<file path="src/rtl/dmem_arbiter32.sv">
// Two-port round-robin arbiter in front of the big-endian data memory.
// One access at a time: IDLE -> ACCESS (memory driven) -> DONE (ack/err pulse).
module dmem_arbiter32 #(
    parameter int N         = 32,
    parameter int MEM_BYTES = 1024
) (
    input  logic         clk,
    input  logic         rst,
    input  logic         a_req,
    input  logic         a_we,
    input  logic [N-1:0] a_addr,
    input  logic [N-1:0] a_wdata,
    input  logic [2:0]   a_mode,
    output logic         a_gnt,
    output logic         a_ack,
    output logic         a_err,
    output logic [N-1:0] a_rdata,
    input  logic         b_req,
    input  logic         b_we,
    input  logic [N-1:0] b_addr,
    input  logic [N-1:0] b_wdata,
    input  logic [2:0]   b_mode,
    output logic         b_gnt,
    output logic         b_ack,
    output logic         b_err,
    output logic [N-1:0] b_rdata,
    output logic         mem_write_enable,
    output logic [N-1:0] mem_addr,
    output logic [N-1:0] mem_write_data,
    output logic [2:0]   mem_mode,
    input  logic [N-1:0] mem_read_data
);

    typedef enum logic [1:0] {
        IDLE   = 2'd0,
        ACCESS = 2'd1,
        DONE   = 2'd2
    } state_t;

    localparam logic       PORT_A    = 1'b0;
    localparam logic [N:0] MEM_LIMIT = (N+1)'(MEM_BYTES);

    state_t         state_reg, state_next;
    logic           prio_reg, prio_next;

    logic           req_port_reg;
    logic           req_we_reg;
    logic [N-1:0]   req_addr_reg;
    logic [N-1:0]   req_wdata_reg;
    logic [2:0]     req_mode_reg;

    logic           grant_valid;
    logic           grant_port;
    logic           bad;
    logic [2:0]     size_m1;
    logic [N:0]     last_byte;

    // Port inputs gathered into arrays indexed by port number (0 = A, 1 = B)
    logic [1:0]     p_req;
    logic [1:0]     p_we;
    logic [N-1:0]   p_addr  [2];
    logic [N-1:0]   p_wdata [2];
    logic [2:0]     p_mode  [2];

    logic [1:0]     gnt_reg, gnt_next;
    logic [1:0]     ack_reg, ack_next;
    logic [1:0]     err_reg, err_next;
    logic [N-1:0]   rdata_reg  [2];
    logic [N-1:0]   rdata_next [2];

    assign p_req      = {b_req, a_req};
    assign p_we       = {b_we, a_we};
    assign p_addr[0]  = a_addr;
    assign p_addr[1]  = b_addr;
    assign p_wdata[0] = a_wdata;
    assign p_wdata[1] = b_wdata;
    assign p_mode[0]  = a_mode;
    assign p_mode[1]  = b_mode;

    // Screening of the latched request; the memory never sees a bad access
    always_comb begin
        size_m1 = 3'd0;
        bad     = 1'b0;
        case (req_mode_reg[1:0])
            2'b00: size_m1 = 3'd0;
            2'b01: begin
                size_m1 = 3'd1;
                bad     = req_addr_reg[0];
            end
            2'b10: begin
                size_m1 = 3'd3;
                bad     = |req_addr_reg[1:0];
            end
            default: bad = 1'b1;
        endcase
        last_byte = {1'b0, req_addr_reg} + (N+1)'(size_m1);
        if (last_byte >= MEM_LIMIT) begin
            bad = 1'b1;
        end
    end

    always_comb begin
        state_next  = state_reg;
        grant_valid = 1'b0;
        grant_port  = PORT_A;
        case (state_reg)
            IDLE: begin
                if (&p_req) begin
                    grant_valid = 1'b1;
                    grant_port  = prio_reg;
                end else if (p_req[0]) begin
                    grant_valid = 1'b1;
                    grant_port  = 1'b0;
                end else if (p_req[1]) begin
                    grant_valid = 1'b1;
                    grant_port  = 1'b1;
                end
                if (grant_valid) begin
                    state_next = ACCESS;
                end
            end
            ACCESS: state_next = DONE;
            DONE: begin
                // The port just acked is not eligible this cycle
                grant_port  = ~req_port_reg;
                grant_valid = p_req[grant_port];
                state_next  = grant_valid ? ACCESS : IDLE;
            end
            default: state_next = IDLE;
        endcase
    end

    assign prio_next = (state_reg == ACCESS) ? ~req_port_reg : prio_reg;

    generate
        for (genvar gi = 0; gi < 2; gi++) begin : g_port
            localparam logic PORT_ID = 1'(gi);
            logic is_winner_access;

            assign is_winner_access = (state_reg == ACCESS) && (req_port_reg == PORT_ID);
            assign gnt_next[gi]     = grant_valid && (grant_port == PORT_ID);
            assign ack_next[gi]     = is_winner_access;
            assign err_next[gi]     = is_winner_access && bad;
            // Stores leave the port's load data untouched
            assign rdata_next[gi]   = (is_winner_access && !req_we_reg)
                                      ? (bad ? '0 : mem_read_data)
                                      : rdata_reg[gi];
        end
    endgenerate

    always_ff @(posedge clk or posedge rst) begin
        if (rst) begin
            state_reg     <= IDLE;
            prio_reg      <= PORT_A;
            req_port_reg  <= PORT_A;
            req_we_reg    <= 1'b0;
            req_addr_reg  <= '0;
            req_wdata_reg <= '0;
            req_mode_reg  <= '0;
            gnt_reg       <= '0;
            ack_reg       <= '0;
            err_reg       <= '0;
            rdata_reg[0]  <= '0;
            rdata_reg[1]  <= '0;
        end else begin
            state_reg    <= state_next;
            prio_reg     <= prio_next;
            gnt_reg      <= gnt_next;
            ack_reg      <= ack_next;
            err_reg      <= err_next;
            rdata_reg[0] <= rdata_next[0];
            rdata_reg[1] <= rdata_next[1];
            if (grant_valid) begin
                req_port_reg  <= grant_port;
                req_we_reg    <= p_we[grant_port];
                req_addr_reg  <= p_addr[grant_port];
                req_wdata_reg <= p_wdata[grant_port];
                req_mode_reg  <= p_mode[grant_port];
            end
        end
    end

    // Memory side comes from the latched request, so it holds between accesses
    assign mem_write_enable = (state_reg == ACCESS) && req_we_reg && !bad;
    assign mem_addr         = req_addr_reg;
    assign mem_write_data   = req_wdata_reg;
    assign mem_mode         = req_mode_reg;

    assign a_gnt   = gnt_reg[0];
    assign b_gnt   = gnt_reg[1];
    assign a_ack   = ack_reg[0];
    assign b_ack   = ack_reg[1];
    assign a_err   = err_reg[0];
    assign b_err   = err_reg[1];
    assign a_rdata = rdata_reg[0];
    assign b_rdata = rdata_reg[1];

endmodule

</file>
<file path="config.mk">
export PLATFORM = sky130hd
export DESIGN_NAME = dmem_arbiter32
export DESIGN_NICKNAME = d
export VERILOG_FILES = /design/src/rtl/dmem_arbiter32.sv
export SDC_FILE = /design/constraint.sdc
export NUM_CORES = 1
export LEC_CHECK = 0
export CAP_MARGIN = 0
export CORE_MARGIN = 4
export CORE_UTILIZATION = 38
export DETAILED_ROUTE_END_ITERATION = 8
export PLACE_DENSITY = 0.8
export SKIP_CTS_REPAIR_TIMING = 1
export SYNTH_ARGS = -nofsm -noshare
export SYNTH_HDL_FRONTEND = slang
export SYNTH_SLANG_ARGS = --single-unit
</file>
<file path="constraint.sdc">
create_clock -name clk -period 4.5 [get_ports clk]
set_input_delay 0.9 -clock clk [delete_from_list [all_inputs] [get_ports clk]]
set_output_delay 0.9 -clock clk [all_outputs]
set_load 0.02 [all_outputs]
</file>
==> reports/metrics.yaml, run 1 <==
area_growth_pct: 56.7
initial_core_util_pct: 38.5
max_stage_delay_ps: 460
cp_top_family: "simple AND/OR/NAND/NOR gates"
cts_max_level: 4
syn_nets: 898
synthCells: 720
crit_chain: "inv_1 > ha_1 > inv_1 > ha_1 > fa_2 > nand4_4 > nor4_4 > buf_4 > nand3_1 > a22oi_1 > and4_1 > nand4_4 > nor2_1 > buf_2"
ctsLongestPathBuffers: 2
grt_max_degree: 119
relSlewSlack_pct: 44.6
period_needed_ps: 4290
hpwl_mm: 15.1
cts.reportedPaths.clkPinSlew_ps: 60
tightest_slew_ps: 831
p_leak_nw: 4.39
clkSinkCount: 142
rows: 49
cpMaxStageDelayCell: "nor4_4"
grt_pass1_wl_mm: 32.1
maxCapViolCount: 0
synthDistinctLibCells: 44
first_iter_violations: 255
clock_latency_ps: 430
use_met1_pct: 24.0
port_buffers: 309
finalNetCount: 1193
cp_num_buf_inv: 4
slew_viol_final: 0
met2_usage_pct: 33.5
swShare_pct: 42.1
ys.flop_type: "dfrtp_1"
ios: 310
tns_ps: 0
power_frac_seq_pct: 31.4
vias: 6309
start_kind: "flip-flop"
synth_area_mm2: 0.00692
drt.antenna.violating_nets: 0
ys_ff_latch: 142
synth-edff-count: 0
die_area_mm2: 0.0204
num_antenna_cells: 0
numCtsBuffers: 17
cp-end-kind: "primary output"
fillCellCount: 1506
min_period_over_period_pct: 95.2
crit_path_max_fanout: 6
hold_violations: 0
antenna_found_initial: 0
tritoncts: "yes"
root_buffer: "clkbuf_16"
drc_errors: 0
place_congestion: 0.865
grt_use_met3_pct: 6.53
wire_per_inst_um: 16.6
final_util_pct: 60.3
hold_class: "flip-flop to flip-flop"
fin_skew_ps: 11.6
fmax_ghz: 0.233
critPathRequiredTime_ps: 3600
busiest_layer: "met2"
grt_pass1_vias: 6183
drive_gt1_share_pct: 9.34
dr.pass1.iters: 4
power.share.clock_pct: 18.9
peakVddDrop_v: 0.000394
status: "finished, final reports clean"
design.core.area_mm2: 0.0180
power_frac_comb_pct: 49.6
grt_usage_pct: 20.0
viasPerCell: 5.02
async_reset_ff_share_pct: 100
yosysWarnings: 0
worstSetupPathType: "flip-flop to primary output"
net-switching-power_mw: 3.16
seq_area_frac_synth_pct: 51.4
gr-total-overflow: 0
syn_avg_cell_area_um2: 9.61
dieWidth_um: 143
wl_mm: 20.9
intPower_mw: 4.35
die_h_um: 143
crit_arrival_ps: 3390
finalSetupViolCount: 0
pwr_density_cell_mw_per_mm2: 692
stage by stage:
stage	instance area (um^2)	cells	hold WS (ps)	setup WS, ps	power [mW]
after floorplan	6920	720	444	607	4.38
after global placement	10200	1223	458	226	6.03
after detailed placement	10200	1223	464	124	6.10
after CTS	10800	1255	479	-332	7.55
after global routing	10800	1257	496	-18.8	7.98
final	10800	1257	478	214	7.51
power groups by stage:
stage	clock [mW]	sequential, mW	combinational (mW)
CTS	1.44	2.35	3.76
detailed placement	0	2.37	3.74
finish	1.42	2.36	3.73
global route	1.51	2.45	4.02
global placement	0	2.34	3.68
floorplan	0	2.91	1.47
cell type report:
type	instances	area, um^2	share of cell area, %
clock buffer	18	439	4.05
clock inverter	14	151	1.40
inverter	8	33.8	0.312
multi-input combinational	525	3160	29.2
sequential	142	3550	32.8
tap	229	287	2.64
timing repair buffer	321	3220	29.7
worst reg2reg max path, stage by stage (launching register included):
cell     delay, ps
dfrtp_1        400
inv_1           60
ha_1           290
inv_1           70
ha_1           190
fa_2           260
nand4_4        170
nor4_4         460
buf_4          190
nand4_1        100
xor2_1         160
and4_1         220
nand4_4         80
buf_4          650
o21ai_0        270
final timing paths:
kind	startpoint	endpoint	slack (ps)	depth (start not counted)
max in group asynchronous	rst	b_rdata[17]$_DFFE_PP0P_	2870	3
hold reg to reg	b_rdata[24]$_DFFE_PP0P_	b_rdata[24]$_DFFE_PP0P_	480	2
hold / removal	b_rdata[24]$_DFFE_PP0P_	b_rdata[24]$_DFFE_PP0P_	480	2
min in group asynchronous	rst	mem_addr[26]$_DFFE_PP0P_	880	2
setup / recovery	mem_mode[0]$_DFFE_PP0P_	mem_write_enable	210	14
setup reg to reg	mem_mode[0]$_DFFE_PP0P_	a_rdata[15]$_DFFE_PP0P_	790	14
Yosys cell counts (6+ instances only):
cell type | number | area, um^2
nor3_1 | 10 | 50.1
mux2i_1 | 70 | 701
o21ai_2 | 30 | 263
nor2_1 | 85 | 319
clkbuf_1 | 39 | 146
inv_1 | 8 | 30.0
dfrtp_1 | 142 | 3550
o21ai_0 | 39 | 195
nor4_1 | 7 | 43.8
nand4_1 | 7 | 43.8
nand3_1 | 6 | 30.0
xnor2_1 | 10 | 87.6
nand2_1 | 140 | 526
a21oi_1 | 70 | 350
kinds of logic (layout without fill, tap and decap cells):
group	after synthesis	count (layout)	share of synthesized area, %
simple gates	280	280	18.0
xor+xnor	15	15	1.90
compound gates	151	151	13.2
fa+ha+maj	6	6	1.19
flops	142	142	51.4
buf+inv	53	361	3.73
mux	73	73	10.6
placed cells by master (no fill, tap or decap), types with 2 or more instances in the layout:
| cell | Yosys | final |
|---|---|---|
| nand4_1 | 7 | 7 |
| o21ai_2 | 30 | 30 |
| xnor2_1 | 10 | 10 |
| clkbuf_16 | 0 | 17 |
| nor4_1 | 7 | 7 |
| mux2i_1 | 70 | 70 |
| or3_1 | 4 | 4 |
| clkdlybuf4s50_1 | 0 | 308 |
| xor2_1 | 5 | 5 |
| and4_1 | 2 | 2 |
| nor3_1 | 10 | 9 |
| mux2_2 | 2 | 2 |
| nand4_4 | 2 | 4 |
| nor2_1 | 85 | 83 |
| inv_1 | 8 | 7 |
| o21ai_0 | 39 | 39 |
| nor4_2 | 2 | 2 |
| nand3_1 | 6 | 6 |
| buf_12 | 3 | 3 |
| inv_8 | 0 | 2 |
| ha_1 | 5 | 5 |
| and2_1 | 4 | 4 |
| a31o_2 | 3 | 3 |
| clkinvlp_4 | 0 | 5 |
| buf_4 | 0 | 9 |
| dfrtp_1 | 142 | 142 |
| a21oi_1 | 70 | 70 |
| and3_1 | 4 | 4 |
| inv_6 | 0 | 5 |
| nand2_1 | 140 | 140 |
routing by layer:
metal	part of all wire [%]	up-vias
li1	-	3053
met1	40	2968
met2	49	247
met3	8.5	41
met4	2.7	0
met5	0	-
No activity file was read; power rests on OpenSTA's default activity.
==> run 2: changes to the inputs <==
--- a/config.mk
+++ b/config.mk
@@ -14,3 +14,4 @@
 export SYNTH_ARGS = -nofsm -noshare
 export SYNTH_HDL_FRONTEND = slang
 export SYNTH_SLANG_ARGS = --single-unit
+export TNS_END_PERCENT = 100
==> results of run 2 <==
Same layout as run 1: the final DEF is identical, and so are final timing and power.
